`config.mk`:
```
export PLATFORM = sky130hd
export DESIGN_NAME = dqs_rd_calib
export DESIGN_NICKNAME = d
export VERILOG_FILES = /design/src/rtl/dqs_rd_calib.sv
export SDC_FILE = /design/constraint.sdc
export NUM_CORES = 1
export LEC_CHECK = 0
export ABC_AREA = 0
export BUFFER_PORTS_ARGS = -buffer_cell sky130_fd_sc_hd__buf_4
export CAP_MARGIN = 15
export CORE_UTILIZATION = 59
export CTS_CLUSTER_DIAMETER = 50
export DETAILED_ROUTE_END_ITERATION = 8
export HOLD_SLACK_MARGIN = 0.1
export PLACE_DENSITY = 0.87
export SLEW_MARGIN = 20
export SYNTH_ARGS = -nofsm -noshare
export SYNTH_HDL_FRONTEND = slang
export SYNTH_SLANG_ARGS = --single-unit
```
`constraint.sdc`:
```
create_clock -name clk -period 2.4 [get_ports clk]
set_input_delay 0.48 -clock clk [delete_from_list [all_inputs] [get_ports clk]]
set_output_delay 0.48 -clock clk [all_outputs]
set_load 0.03 [all_outputs]
```
`src/rtl/dqs_rd_calib.sv`:
```
// Read-side DQS delay trainer: sweeps the DQS input-delay tap, finds the first contiguous
// passing window against the expected ISERDES toggle pattern and parks the delay at its centre.
module dqs_rd_calib #(
  parameter int unsigned DLY_BITS      = 5,
  parameter int unsigned SETTLE_CYCLES = 8,
  parameter int unsigned SAMPLE_COUNT  = 16,
  parameter logic [3:0]  EXP_PATTERN   = 4'b0101,
  parameter int unsigned TIMEOUT       = 1023
) (
  input  logic                clk,
  input  logic                rst,
  input  logic                start,
  input  logic                dly_ready,
  input  logic [3:0]          dqs_samples,
  input  logic                dqs_valid,
  output logic [DLY_BITS-1:0] dly_data,
  output logic                ld,
  output logic                set,
  output logic                busy,
  output logic                done,
  output logic                fail,
  output logic [DLY_BITS-1:0] win_first,
  output logic [DLY_BITS-1:0] win_last
);

  localparam int unsigned SET_W = $clog2(SETTLE_CYCLES + 1);
  localparam int unsigned SMP_W = $clog2(SAMPLE_COUNT + 1);
  localparam int unsigned TO_W  = $clog2(TIMEOUT + 1);
  localparam logic [DLY_BITS-1:0] TAP_MAX = '1;

  typedef enum logic [3:0] {
    IDLE, WAIT_RDY, LOAD, SET, SETTLE, SAMPLE, EVAL, CLD, CSET, DONE
  } state_t;

  state_t              state, state_nxt;
  logic [DLY_BITS-1:0] tap, tap_nxt;
  logic [SET_W-1:0]    settle_cnt, settle_nxt;
  logic [SMP_W-1:0]    match_cnt, match_nxt;
  logic [TO_W-1:0]     idle_cnt, idle_nxt;
  logic                win_open, win_open_nxt;
  logic                tap_pass, tap_pass_nxt;
  logic [DLY_BITS-1:0] dly_data_nxt, win_first_nxt, win_last_nxt;
  logic                ld_nxt, set_nxt, busy_nxt, done_nxt, fail_nxt;
  logic [DLY_BITS:0]   centre_sum;

  // State and registered outputs
  always_ff @(posedge clk) begin
    if (rst) begin
      state      <= IDLE;
      tap        <= '0;
      settle_cnt <= '0;
      match_cnt  <= '0;
      idle_cnt   <= '0;
      win_open   <= 1'b0;
      tap_pass   <= 1'b0;
      dly_data   <= '0;
      ld         <= 1'b0;
      set        <= 1'b0;
      busy       <= 1'b0;
      done       <= 1'b0;
      fail       <= 1'b0;
      win_first  <= '0;
      win_last   <= '0;
    end else begin
      state      <= state_nxt;
      tap        <= tap_nxt;
      settle_cnt <= settle_nxt;
      match_cnt  <= match_nxt;
      idle_cnt   <= idle_nxt;
      win_open   <= win_open_nxt;
      tap_pass   <= tap_pass_nxt;
      dly_data   <= dly_data_nxt;
      ld         <= ld_nxt;
      set        <= set_nxt;
      busy       <= busy_nxt;
      done       <= done_nxt;
      fail       <= fail_nxt;
      win_first  <= win_first_nxt;
      win_last   <= win_last_nxt;
    end
  end

  // Next-state and next-output logic; ld/set are raised on entry so they cover exactly one state
  always_comb begin
    state_nxt     = state;
    tap_nxt       = tap;
    settle_nxt    = settle_cnt;
    match_nxt     = match_cnt;
    idle_nxt      = idle_cnt;
    win_open_nxt  = win_open;
    tap_pass_nxt  = tap_pass;
    dly_data_nxt  = dly_data;
    ld_nxt        = 1'b0;
    set_nxt       = 1'b0;
    busy_nxt      = busy;
    done_nxt      = done;
    fail_nxt      = fail;
    win_first_nxt = win_first;
    win_last_nxt  = win_last;
    centre_sum    = '0;

    unique case (state)
      IDLE, DONE: begin
        if (start) begin
          state_nxt     = WAIT_RDY;
          busy_nxt      = 1'b1;
          done_nxt      = 1'b0;
          fail_nxt      = 1'b0;
          tap_nxt       = '0;
          win_open_nxt  = 1'b0;
          win_first_nxt = '0;
          win_last_nxt  = '0;
        end
      end
      WAIT_RDY: begin
        if (dly_ready) begin
          state_nxt    = LOAD;
          dly_data_nxt = tap;
          ld_nxt       = 1'b1;
        end
      end
      LOAD: begin
        state_nxt = SET;
        set_nxt   = 1'b1;
      end
      SET: begin
        state_nxt  = SETTLE;
        settle_nxt = '0;
      end
      SETTLE: begin
        if (settle_cnt == SET_W'(SETTLE_CYCLES - 1)) begin
          state_nxt = SAMPLE;
          match_nxt = '0;
          idle_nxt  = '0;
        end else begin
          settle_nxt = settle_cnt + 1'b1;
        end
      end
      SAMPLE: begin
        if (dqs_valid) begin
          idle_nxt = '0;
          if (dqs_samples != EXP_PATTERN) begin
            tap_pass_nxt = 1'b0;
            state_nxt    = EVAL;
          end else if (match_cnt == SMP_W'(SAMPLE_COUNT - 1)) begin
            tap_pass_nxt = 1'b1;
            state_nxt    = EVAL;
          end else begin
            match_nxt = match_cnt + 1'b1;
          end
        end else if (idle_cnt == TO_W'(TIMEOUT - 1)) begin
          // No read traffic: abort and park the delay at tap 0
          fail_nxt     = 1'b1;
          tap_nxt      = '0;
          state_nxt    = CLD;
          ld_nxt       = 1'b1;
          dly_data_nxt = '0;
        end else begin
          idle_nxt = idle_cnt + 1'b1;
        end
      end
      EVAL: begin
        if (tap_pass) begin
          win_last_nxt = tap;
          if (!win_open) begin
            win_first_nxt = tap;
            win_open_nxt  = 1'b1;
          end
        end
        if ((!tap_pass && win_open) || (tap == TAP_MAX)) begin
          state_nxt = CLD;
          ld_nxt    = 1'b1;
          if (win_open_nxt) begin
            centre_sum   = {1'b0, win_first_nxt} + {1'b0, win_last_nxt};
            dly_data_nxt = centre_sum[DLY_BITS:1];
          end else begin
            dly_data_nxt = '0;
            fail_nxt     = 1'b1;
          end
        end else begin
          tap_nxt      = tap + 1'b1;
          dly_data_nxt = tap + 1'b1;
          state_nxt    = LOAD;
          ld_nxt       = 1'b1;
        end
      end
      CLD: begin
        state_nxt = CSET;
        set_nxt   = 1'b1;
      end
      CSET: begin
        state_nxt = DONE;
        busy_nxt  = 1'b0;
        done_nxt  = 1'b1;
      end
      default: state_nxt = IDLE;
    endcase
  end

endmodule
```
### Yosys cells after proc, flatten, opt, wreduce, memory -nomap -nowiden

Cells that the tools add are included.

| cells by class | value |
|---|---|
| div/mod/pow operators | 0 |
| add/sub/neg operators | 5 |
| mux-type cells | 55 |
| bitwise operators | 0 |
| shifts and indexed selects | 0 |
| reduce and logical (&&, ||, !) cells | 23 |
| multiply operators | 0 |
| equality and inequality tests | 29 |
| order comparisons | 0 |

Operator list:

| operator | number |
|---|---|
| 2-to-1 mux 5 bit | 16 |
| case mux 4 bit (9 select lines) | 1 |
| 2-to-1 mux 4 bit | 8 |
| 2-to-1 mux 10 bit | 3 |
| case mux 5 bit (2 select lines) | 3 |
| case mux 5 bit (3 select lines) | 2 |
| != test 2 bit (second input constant) | 12 |
| == test 4 x 3 -> 1 bit (second input constant) | 5 |
| case mux 10 bit (2 select lines) | 1 |
| AND reduction 5 bit | 3 |
| 2-to-1 mux 1 bit | 14 |
| adder 10 x 1 -> 10 bit (second input constant) | 1 |
| adder 5 x 1 -> 5 bit (second input constant) | 2 |
| == test 10 bit (second input constant) | 1 |
| nonzero test 2 bit | 5 |
| == test 4 x 2 -> 1 bit (second input constant) | 2 |
| == test 4 bit (second input constant) | 2 |
| case mux 4 bit (2 select lines) | 1 |
| adder 5 x 5 -> 6 bit | 1 |
| != test 3 bit (second input constant) | 2 |
| case mux 1 bit (2 select lines) | 3 |
| case mux 1 bit (3 select lines) | 2 |
| AND reduction 2 bit | 3 |
| AND reduction 3 bit | 2 |
| 15 further kinds | 17 |

| storage, ports and cells | value |
|---|---|
| logic and storage cells | 127 |
| bits in read-only memories | 0 |
| bits in registers | 50 |
| memory bits (writable) | 0 |
| latch bits | 0 |
| output and inout bits | 20 |
| memories kept | 0 |

### Depth between registers and ports, before layout

| depth | value |
|---|---|
| depth after elaboration | 7 |
| depth in mapped cells | 10 |
| depth with buffers taken out | 9 |

### Least setup slack after synthesis

OpenSTA, ideal clock, no wires.

| timing | value |
|---|---|
| path kind | flip-flop to flip-flop |
| start | register tap_pass |
| end | register dly_data[2] |
| setup time | 116 ps |
| slack | 239 ps |
| cell stages (with the launch flop) | 10 |
| clock period less this slack | 2161 ps |
| arrival | 2045 ps |
| required time | 2284 ps |
| buffers on the path | 1 |
| cell sequence | dfxtp_1 > nor2b_1 > clkbuf_1 > mux2_2 > ha_1 > o21a_1 > nor2_1 > a21oi_1 > xor2_1 > a41o_1 |

| between the ends | value |
|---|---|
| cells in the longest elaborated chain, start to end | 6 |

Ends and longest elaborated chain:

| what | line | source |
|---|---|---|
| start: declaration | 41 | `logic tap_pass, tap_pass_nxt;` |
| start signal: assignment | 71 | `tap_pass <= tap_pass_nxt;` |
| 2-to-1 mux 5 bit | 163 | `if (tap_pass) begin` |
| 2-to-1 mux 5 bit | 102 | `unique case (state)` |
| adder 5 x 5 -> 6 bit | 174 | `centre_sum = {1'b0, win_first_nxt} + {1'b0, win_last_nxt};` |
| 2-to-1 mux 5 bit | 173 | `if (win_open_nxt) begin` |
| 2-to-1 mux 5 bit * | 170 | `if ((!tap_pass && win_open) \|\| (tap == TAP_MAX)) begin` |
| case mux 5 bit (3 select lines) * | 102 |  |
| end signal: assignment | 72 | `dly_data <= dly_data_nxt;` |
| end: declaration | 16 | `output logic [DLY_BITS-1:0] dly_data,` |

Every way passes the cells marked *; elsewhere a longest branch is shown, timed or not. The select of a mux whose other input is x is not followed.
A chain may end at the register's enable or synchronous reset.

### Final worst setup path

| timing | value |
|---|---|
| start | register tap_pass |
| end | register dly_data[0] |

The elaborated chain is that of the path after synthesis.

==> summary.md <==
| Metric | Value |
|---|---|
| Max frequency | `443 MHz` |
| Clock skew | `0.0105 ns` |
| Commonest non-fill, non-tap cell in the layout | `dfxtp_1` |
| Antenna Nets Post-Route | `0` |
| Via count | `2699` |
| Syn nets | `370` |
| Setup CP Type | `flop to flop` |
| Synth warnings | `0` |
| Vias in the first global route | `2529` |
| Most frequent cells in the layout | `dfxtp_1, buf_4, nor2_1` |
| Main synth FF type | `dfxtp_1` |
| Slowest CP cell | `fa_1` |
| Worst hold margin | `0.471 ns` |
| Post-detailed-routing wire length | `6990 um` |
| Post-synth EDFFs | `0` |
| Crit path max fanout | `13` |
| Layout Area Growth over Synthesis | `12.0%` |
| Share of flip-flops with an asynchronous set or reset | `0%` |
| DP HPWL | `4940 um` |
| CTS tree | `done` |
| RSZ-0062 raised after global routing | `false` |
| Pleak | `1.27 nW` |
| Initial DRT Pass Iterations | `4` |
| Clock sinks | `50` |
| 1st-iter DRT viols | `292` |
| Largest stage delay on the critical path | `0.48 ns` |
| Status | `complete, no violations` |
| Diodes inserted | `0` |
| Post-CTS Hold Fix Bufs | `0` |
| Die area | `5440 um^2` |
| Clock Path Buffers | `2` |
| WP data arrival | `2.49 ns` |
| Syn avg cell area | `8.71 um^2` |
| Placeable core region | `4850 um^2` |
| Most frequent CP cell | `a22oi_1` |
| Clock-pin slew on the worst setup and hold paths | `0.10 ns` |
| Final net count | `396` |
| # setup viols final | `0` |
| Final period utilization | `94.1%` |
| Pwr Density | `558 nW/um^2` |
| Largest net degree at the start of global routing | `39` |
| Width of the die | `73.8 um` |
| Period minus WS final | `2.26 ns` |
| Post-detailed-route DRC marker count | `0` |
| I/O pin count | `29` |
| IO Port Bufs | `28` |
| Via-to-Cell Ratio | `6.11` |
| Worst path required time | `2.63 ns` |
| Cells after Synth | `349` |
| Fin Setup TNS | `0 ns` |
| Total GRT Usage | `27.7%` |
| Synth cell types | `64` |
| Post-CTS Setup Bufs | `0` |
| CP Capture Type | `flop` |
| Synth area leaders | `dfxtp_1, nor2_1, xnor2_1` |
| Initial antenna violation count | `0` |
| Worst-Margin Slew | `0.910 ns` |
| H-tree levels | `2` |
| Root Buffer Master | `clkbuf_8` |
| Top cell type by total area after synthesis | `dfxtp_1` |
| Seq/Total Area, Yosys | `32.9%` |
| Die Y | `73.8 um` |
| Final Wtd Congestion | `0.947` |
| Congestion Overflow GR | `0` |
| Yosys top cell area share | `32.9%` |
| First-pass GRT wire length | `11800 um` |
| Max cap viols | `0` |
| Synth Register Bits | `50` |
| Startpoint Class | `flop` |
| Worst vdd ir | `0.000322 V` |
| HP Class | `flop to flop` |
| Initial Util | `62.7%` |
| Hold Vio Cnt, Final | `0` |
| Cell Chain, Critical Path | `buf_4 -> mux2_2 -> a22oi_1 -> fa_1 -> o32ai_1 -> a22oi_1 -> a211oi_1` |
| Share of layout cells above drive strength 1 | `21.3%` |
| Slew Viols, Final | `0` |
| Std-Cell Rows | `25` |
| Post-CTS sizing | `0` |
| Slew Limit Headroom | `39.0%` |
| Drt wl/cell | `15.8 um` |
| Netlist Area Pre-Place | `3040 um^2` |
| Clk_lat worst skew | `0.31 ns` |
| Core Util, Final | `70.2%` |
| Cts bufs inserted | `5` |
-- Yosys cell counts (7+ instances only) --
master	n
a31oi_1	7
a211oi_1	9
clkbuf_1	11
ha_1	11
dfxtp_1	50
nand3_1	14
a21oi_1	19
a22oi_1	11
nor2_1	39
o21ai_0	10
buf_2	7
mux2_2	10
nand2_1	20
inv_1	15
xnor2_1	16
-- power by group --
part | switching (mW) | internal [mW] | total [mW]
clock network | 0.294 | 0.200 | 0.494
registers | 0.0528 | 0.868 | 0.921
logic | 0.297 | 0.189 | 0.486
-- stage by stage --
step / instances / total power [mW] / worst slack, ns / instance area, um^2
after floorplan: 349 / 1.30 / 0.239 / 3040
after global placement: 435 / 1.40 / 0.293 / 3320
after detailed placement: 435 / 1.42 / 0.195 / 3320
after CTS: 442 / 1.90 / 0.159 / 3400
after global routing: 442 / 1.99 / 0.0348 / 3400
final: 442 / 1.90 / 0.142 / 3400
-- kinds of logic after synthesis --
group           Yosys count  synth area share [%]
simple gates            124                  22.8
compound gates           90                  22.3
flops                    50                  32.9
buf+inv                  41                  6.54
xor+xnor                 19                  5.47
mux                      13                  4.69
fa+ha+maj                12                  5.19
-- routing by layer --
metal / up-vias / wire length (um) / GRT usage [%]
li1: 1315 / - / -
met1: 1287 / 3120 / 35.9
met2: 83 / 3400 / 45.6
met3: 14 / 343 / 5.21
met4: 0 / 133 / 10.5
met5: - / 0 / 0
-- layout make-up --
cell class                      count  area, um^2
Clock buffer                        5        68.8
Clock inverter                      2        15.0
Fill cell                         368        1440
Inverter                           17        66.3
Multi-Input combinational cell    258        1850
Sequential cell                    50        1000
Tap cell                           67        83.8
Timing Repair Buffer               43         323
-- worst max-delay path, delay by kind of cell (launching register included) --
kind | cells | cell delay (ns)
AO/OA/AOI/OAI | 4 | 0.82
adder cells (fa/ha/maj) | 1 | 0.48
buffers and inverters | 1 | 0.20
flip-flops | 1 | 0.34
multiplexers | 1 | 0.35
-- final timing paths --
path | from | endpoint | slack [ns] | cells after the start
setup reg to reg | tap_pass$_SDFFE_PP0P_ | dly_data[0]$_SDFFE_PP0P_ | 0.14 | 7
hold / removal | busy$_SDFFE_PP0P_ | busy$_SDFFE_PP0P_ | 0.47 | 2
hold reg to reg | busy$_SDFFE_PP0P_ | busy$_SDFFE_PP0P_ | 0.47 | 2
setup / recovery | tap_pass$_SDFFE_PP0P_ | dly_data[0]$_SDFFE_PP0P_ | 0.14 | 7
-- registers in the layout, summed over array words and instances, names as in the netlist --
register,count
settle_cnt,4
tap,5
win_first,5
match_cnt,5
done,1
win_last,5
fail,1
ld,1
dly_data,5
win_open,1
busy,1
set,1
tap_pass,1
state,4
idle_cnt,10
No activity file was read; power rests on OpenSTA's default activity.
